$ cat config.mk
export PLATFORM = sky130hd
export DESIGN_NAME = neg_seq
export DESIGN_NICKNAME = d
export VERILOG_FILES = /design/src/rtl/neg_seq.sv
export SDC_FILE = /design/constraint.sdc
export NUM_CORES = 1
export LEC_CHECK = 0
export ABC_AREA = 1
export CORE_ASPECT_RATIO = 0.7
export CORE_MARGIN = 1
export CORE_UTILIZATION = 44
export DETAILED_ROUTE_END_ITERATION = 8
export GPL_ROUTABILITY_DRIVEN = 0
export PLACE_DENSITY = 0.76
export SLEW_MARGIN = 5
export SYNTH_ARGS = -nofsm -noshare
export SYNTH_HDL_FRONTEND = slang
export SYNTH_SLANG_ARGS = --single-unit
$ cat constraint.sdc
create_clock -name clk -period 1.9 [get_ports clk]
set_clock_uncertainty 0.2 [all_clocks]
set_input_delay 0.38 -clock clk [delete_from_list [all_inputs] [get_ports clk]]
set_output_delay 0.38 -clock clk [all_outputs]
set_load 0.005 [all_outputs]
$ cat src/rtl/neg_seq.sv
// neg_seq: streams COUNT elements from a source region of a dual-port buffer
// RAM through a registered two's-complement negator and writes the results to a
// destination region. One read per cycle; a valid tag rides alongside the data
// through the RAM latency plus the negator stage to time the matching write.

// Single negation lane: registers -din whenever a tagged element is present.
module neg_unit #(
   parameter int WIDTH = 16
) (
   input  logic             clk,
   input  logic             reset,
   input  logic             en,
   input  logic [WIDTH-1:0] din,
   output logic [WIDTH-1:0] dout
);

   // Hold the last result between elements so wr_data only moves with real data.
   always_ff @(posedge clk) begin
      if (reset)   dout <= '0;
      else if (en) dout <= '0 - din;
   end

endmodule

module neg_seq #(
   parameter int ADDRWIDTH = 10,
   parameter int RD_LAT    = 1,
   parameter int WIDTH     = 16
) (
   input  logic                 clk,
   input  logic                 reset,
   input  logic                 start,
   input  logic [ADDRWIDTH-1:0] src_base,
   input  logic [ADDRWIDTH-1:0] dst_base,
   input  logic [ADDRWIDTH:0]   count,
   output logic                 busy,
   output logic                 done,
   output logic                 rd_en,
   output logic [ADDRWIDTH-1:0] rd_addr,
   input  logic [WIDTH-1:0]     rd_data,
   output logic                 wr_en,
   output logic [ADDRWIDTH-1:0] wr_addr,
   output logic [WIDTH-1:0]     wr_data
);

   // RAM latency stages plus the negator register.
   localparam int STAGES = RD_LAT + 1;
   localparam logic [ADDRWIDTH-1:0] A_ONE = 1;
   localparam logic [ADDRWIDTH:0]   C_ONE = 1;

   typedef enum logic [1:0] {IDLE, READ, DRAIN} state_t;

   state_t             state;
   logic [ADDRWIDTH:0] remain;     // reads still to issue after the current one
   logic [STAGES:1]    vld_q;
   logic [STAGES:0]    vld_pipe;   // [0] = read issued this cycle, [STAGES] = write
   logic               accept;
   logic               last_wr;

   // A zero-length command only pulses done; it never enters READ.
   assign accept   = (state == IDLE) && start && (count != '0);
   assign vld_pipe = {vld_q, rd_en};
   assign wr_en    = vld_pipe[STAGES];
   // The write leaving the pipe is the final one when nothing trails it.
   assign last_wr  = wr_en && (vld_pipe[STAGES-1:0] == '0);

   // Command FSM: issues reads, then waits for the tag pipe to drain.
   always_ff @(posedge clk) begin
      if (reset) begin
         state   <= IDLE;
         busy    <= 1'b0;
         done    <= 1'b0;
         rd_en   <= 1'b0;
         rd_addr <= '0;
         remain  <= '0;
      end else begin
         done <= 1'b0;
         case (state)
            IDLE: begin
               if (accept) begin
                  busy    <= 1'b1;
                  rd_en   <= 1'b1;
                  rd_addr <= src_base;
                  remain  <= count - C_ONE;
                  state   <= READ;
               end else if (start) begin
                  done <= 1'b1;
               end
            end
            READ: begin
               if (remain == '0) begin
                  rd_en <= 1'b0;
                  state <= DRAIN;
               end else begin
                  rd_addr <= rd_addr + A_ONE;
                  remain  <= remain - C_ONE;
               end
            end
            DRAIN: begin
               if (last_wr) begin
                  busy  <= 1'b0;
                  done  <= 1'b1;
                  state <= IDLE;
               end
            end
            default: state <= IDLE;
         endcase
      end
   end

   // Valid tag shift register; reset drops every in-flight element.
   always_ff @(posedge clk) begin
      if (reset) vld_q <= '0;
      else       vld_q <= vld_pipe[STAGES-1:0];
   end

   // Destination pointer: loaded on accept, advances after each write.
   always_ff @(posedge clk) begin
      if (reset)       wr_addr <= '0;
      else if (accept) wr_addr <= dst_base;
      else if (wr_en)  wr_addr <= wr_addr + A_ONE;
   end

   neg_unit #(.WIDTH(WIDTH)) u_neg (
      .clk   (clk),
      .reset (reset),
      .en    (vld_pipe[RD_LAT]),
      .din   (rd_data),
      .dout  (wr_data)
   );

endmodule
; ---- After elaboration in Yosys (flattened, before gate mapping)
; Cells that the tools add are included.
; Widths: inputs -> output; s select.
[classes]
n_addsub = 5
n_eq_ne = 6
n_mux = 21
reduce_logical = 14
[ops]
columns = cell, n
row1 = $mux 10, 4
row2 = $mux 11, 2
row3 = $pmux 11 s2, 1
row4 = $sub 11x1->11 const B, 2
row5 = $add 10x1->10 const B, 2
row6 = $pmux 10 s2, 1
row7 = $sub 1x16->16 const A, 1
row8 = $reduce_and 3->1, 4
row9 = $logic_not 11->1, 1
row10 = $reduce_bool 11->1, 1
row11 = $ne 2x2->1 const B, 4
row12 = $mux 1, 6
row13 = $mux 2, 3
row14 = $pmux 1 s2, 3
row15 = $pmux 2 s3, 1
row16 = $reduce_bool 2->1, 3
row17 = $logic_not 2->1, 2
row18 = $logic_and 1x1->1, 3
row19 = $eq 2x1->1 const B, 1
row20 = $eq 2x2->1 const B, 1
[totals]
register_bits = 54
inputBits = 50
elab_cells = 55

; ---- Logic depth before layout (Yosys ltp)
[depth]
depth_word = 5
depth_mapped = 14
mapped_depth_nobuf = 13

; ---- By module
; Synthesis repeated with hierarchy kept, for this count alone.
[hier_totals]
cells_unflattened = 563
hier_area_um2 = 3430.8
[by_module_without_submodules]
columns = mod, n_inst, cells_per_inst, area_per_inst_um2, seq_area_each_um2
row1 = neg_seq, 1, 399, 2441.1, 760.7
row2 = neg_unit, 1, 164, 989.7, 320.3

; ---- Worst setup path before layout
; OpenSTA, ideal clock, no wires.
[synth_path]
kind = reg-to-reg
startpoint = register state[1]
endpoint = register remain[8]
setup_ps = 109
t_arrival_ps = 1525
path_slack_ps = 66
stages_incl_launch_ff = 14
path_buffers = 1
synth_period_minus_slack_ps = 1834
cell_sequence = dfxtp_1 -> inv_2 -> nand2_4 -> buf_8 -> nand2_1 -> o21ai_2 -> inv_1 -> ha_1 -> nand3_4 -> inv_1 -> nand3_1 -> nand3_1 -> nand2_1 -> inv_1
[synth_between]
elab_chain_cells = 5
word_cells_on_any_way = 9
classes_between = eq/ne (3) / mux (1) / reduce/logical (5)
[synth_lines]
columns = item, line_no
row1 = from (decl), 53  ; state_t state;
row2 = from (signal assigned), 70  ; state <= IDLE;
row3 = from (signal assigned), 85  ; state <= READ;
row4 = from (signal assigned), 93  ; state <= DRAIN;
row5 = $logic_not 2->1, "61, 78"
row6 = $logic_and 1x1->1 (2 in a row), 61  ; assign accept = (state == IDLE) && start && (count != '0);
row7 = $ne 2x2->1 (no source line), n/a
row8 = $reduce_and 3->1 (no source line), n/a
row9 = to (signal assigned), 84  ; remain <= count - C_ONE;
row10 = to (signal assigned), 96  ; remain <= remain - C_ONE;
row11 = to (decl), 54  ; logic [ADDRWIDTH:0] remain;
; Several ways; a longest one is shown, not always the timed one.
; A chain may end at the register's enable or synchronous reset.

; ---- Worst setup path after layout
[layout_path]
startpoint = register rd_addr[5]
endpoint = output port rd_addr[5]
[layout_lines]
columns = item, line_no
row1 = from (decl), 39  ; output logic [ADDRWIDTH-1:0] rd_addr,
row2 = from (signal assigned), 83  ; rd_addr <= src_base;
row3 = from (signal assigned), 95  ; rd_addr <= rd_addr + A_ONE;
; No word-level cell between the ends.

==> qor.txt <==
Clk_lat worst skew: 310 ps
Leakage power summed over all cells: 0.00233 µW
CP endpoint kind: output port
Clock edge transition at the registers on the reported setup and hold paths: 100 ps
Core occupancy in the finished layout: 0.666
Sequence of cells on the critical path: clkdlybuf4s50_1
Synth-to-layout area growth: 45.2%
Router iterations before antenna repair: 5
Startpoint of the worst hold path: busy
Maximum net fanout on the critical path: 6
Net switching power: 1110 µW
Unrepaired setup endpoints after global routing: true
Share of the synthesized area in the top cell type: 0.319
Number of levels the H-tree was split into: 2
Flip-flop and latch count after synthesis: 54
Average size of a mapped cell: 6.35 µm²
Total placed instance area: 4700 µm²
Antenna-violating nets left: 0
Dominant delay contributor by cell family on the critical path: buffers and inverters
Net count of the finished layout: 719
EDFF count, synth: 0
Placement row count: 26
Data arrival time of the critical path: 1270 ps
Share of synthesized flip-flops with an asynchronous set or reset: 0
Routed vias/inst: 4.93
Total I/O pin count: 90
Number of buffers inserted for hold repair after clock tree synthesis: 0
GRT Util Overall: 0.244
Number of cells produced by synthesis: 533
Power density normalized to cell area: 687 nW/µm²
Pins over their slew limit: 0
Clock buffer depth: 2
Yosys warning total: 0
Path category of the worst min-delay check: reg -> reg
Initial core utilization: 0.459
Result of the run: finished clean
Sequential area share after synthesis: 0.319
CTS buffer count: 5
Start point of the critical path: rd_addr[5]
Estimated wirelength of the detail-placed design: 7200 µm
CTS tree: done
Antenna violations before repair: 0
Inserted Diodes: 0
Reg2Reg Launch Point: state[1]
Dominant synthesized flop cell: dfxtp_1
Final non-filler cell area: 4920 µm²
Relative contribution of combinational cells to total power: 0.354
Fmax: 541 MHz
Most used standard cell by instance count after synthesis: nand2_1
Largest stage delay, worst path: 530 ps
Critical path data required time: 1320 ps
VDD IR-drop max: 0.391 mV
Worst Setup Path Type: reg -> out
Internal Pwr Total: 2260 µW
Synthesized cell area: 3390 µm²
Proportion of power drawn by the clock network: 0.234
Routed wire length per instance: 12.5 µm
Unique masters post-synth: 36
Setup TNS: 0 ps
Chip width: 107 µm
Wire length of the first global-routing pass: 15700 µm
Clock period minus final worst setup slack: 1850 ps
Fraction of layout instances using a drive strength above 1: 0.173
Post-synth top cells: nand2_1, inv_1, nor2_1
Syn nets: 587
Number of global-route vias before repair: 3425
Area leader, netlist: dfxtp_1
Die height: 75.4 µm
Area of the die: 8060 µm²
Area of the placeable core: 7380 µm²
DRC marker count from the first detailed-route iteration: 204
IO buf count: 89
Total of endpoints with negative setup slack in the final report: 0
Max-slew headroom at the worst pin: 0.791
Root Buffer: clkbuf_8
Worst-margin pin slew: 311 ps
Maximum number of pins on one net before global-route repair: 26
Kind of start point of the critical path: register
Crit path buf inv count: 1
Final hold violation count: 0
Post-route DRC violation count: 0
Overall via count from detail_route: 3765
Period utilisation layout: 0.972
Max-capacitance violation count: 0
Wire length after detailed routing: 9550 µm
Sequential share of power: 0.412
Cells taking the most area after synthesis: dfxtp_1, nand2_1, inv_1, nor2_1, o21ai_0
Critical Path Slowest Stage Cell: clkdlybuf4s50_1
Overflow left after global routing: 0
Net switching fraction of the power: 0.330
Number of sinks driven by the clock tree: 54
-- flip-flops by register name (all words and copies together), names as in the netlist --
register,flops
busy,1
remain,11
done,1
rd_en,1
u_neg.dout,16
rd_addr,10
wr_addr,10
vld_q,2
state,2
-- layout make-up --
class / instances / area [µm²]
clock buffers: 5 / 68.8
clock inverters: 2 / 38.8
fillers: 647 / 2470
inverters: 79 / 297
multi-input cells: 382 / 1960
flip-flops and latches: 54 / 1090
well taps: 98 / 123
repair buffers: 143 / 1340
-- cells in the final DEF, fill, tap and decap left out, types with 5 or more instances in the layout --
| cell type | count |
|---|---|
| nand2_1 | 116 |
| clkdlybuf4s50_1 | 85 |
| nor2_1 | 74 |
| inv_1 | 73 |
| buf_4 | 51 |
| dfxtp_1 | 46 |
| o21ai_0 | 37 |
| nand3_1 | 36 |
| a21oi_1 | 24 |
| nand2_2 | 15 |
| o21ai_1 | 11 |
| xor2_1 | 9 |
| nand4_1 | 8 |
| dfxtp_2 | 8 |
| xnor2_1 | 6 |
| inv_2 | 5 |
| o21bai_1 | 5 |
| clkbuf_8 | 5 |
-- power by group through the flow --
| stage | Sequential (µW) | Clock (µW) | Combinational [µW] |
|---|---|---|---|
| 2_1_floorplan | 1390 | 0 | 627 |
| 3_3_place_gp | 1400 | 0 | 1110 |
| 3_5_place_dp | 1410 | 0 | 1140 |
| 4_1_cts | 1380 | 799 | 1150 |
| 5_1_grt | 1410 | 836 | 1320 |
| 6_report | 1390 | 790 | 1200 |
-- through the flow --
stage          power, µW  setup WS, ps  hold WS, ps  instances
2_1_floorplan       2010          65.7          262        533
3_3_place_gp        2510          -272          264        754
3_5_place_dp        2540          -324          268        754
4_1_cts             3330          6.63          283        761
5_1_grt             3570         -55.2          332        763
6_report            3380          52.5          282        763
-- metal layers --
metal	share of wire	track usage
met1	0.47	0.328
met2	0.45	0.418
met3	0.065	0.0351
met4	0.0093	0.0639
met5	0	0
-- cell families (layout without fill, tap and decap cells) --
kind of cell,Yosys count,in the layout,synth area share
AOI/OAI and AO/OA,88,88,0.141
xor gates and xnor gates,15,15,0.0388
adders and majority gates,4,4,0.0148
buffers and inverters,97,229,0.117
DFF,54,54,0.319
muxes,1,1,0.00296
and+or+nand+nor,274,274,0.366
-- timing repair --
item | 4_1_cts | 5_1_grt
gates cloned | 0 | 1
pin swaps | 0 | 10
endpoints found under the setup margin | 2 | 40
buffers inserted | 0 | 1
resized for setup | 2 | 42
-- path summary, 6_finish.rpt --
path | slack (ps) | cells past startpoint | to
worst min register to register | 280 | 2 | busy
worst max-delay path | 50 | 1 | rd_addr[5]
worst min-delay path | 280 | 2 | busy
worst max register to register | 140 | 12 | remain[10]
Note: power is estimated with default switching activity, not from simulation.
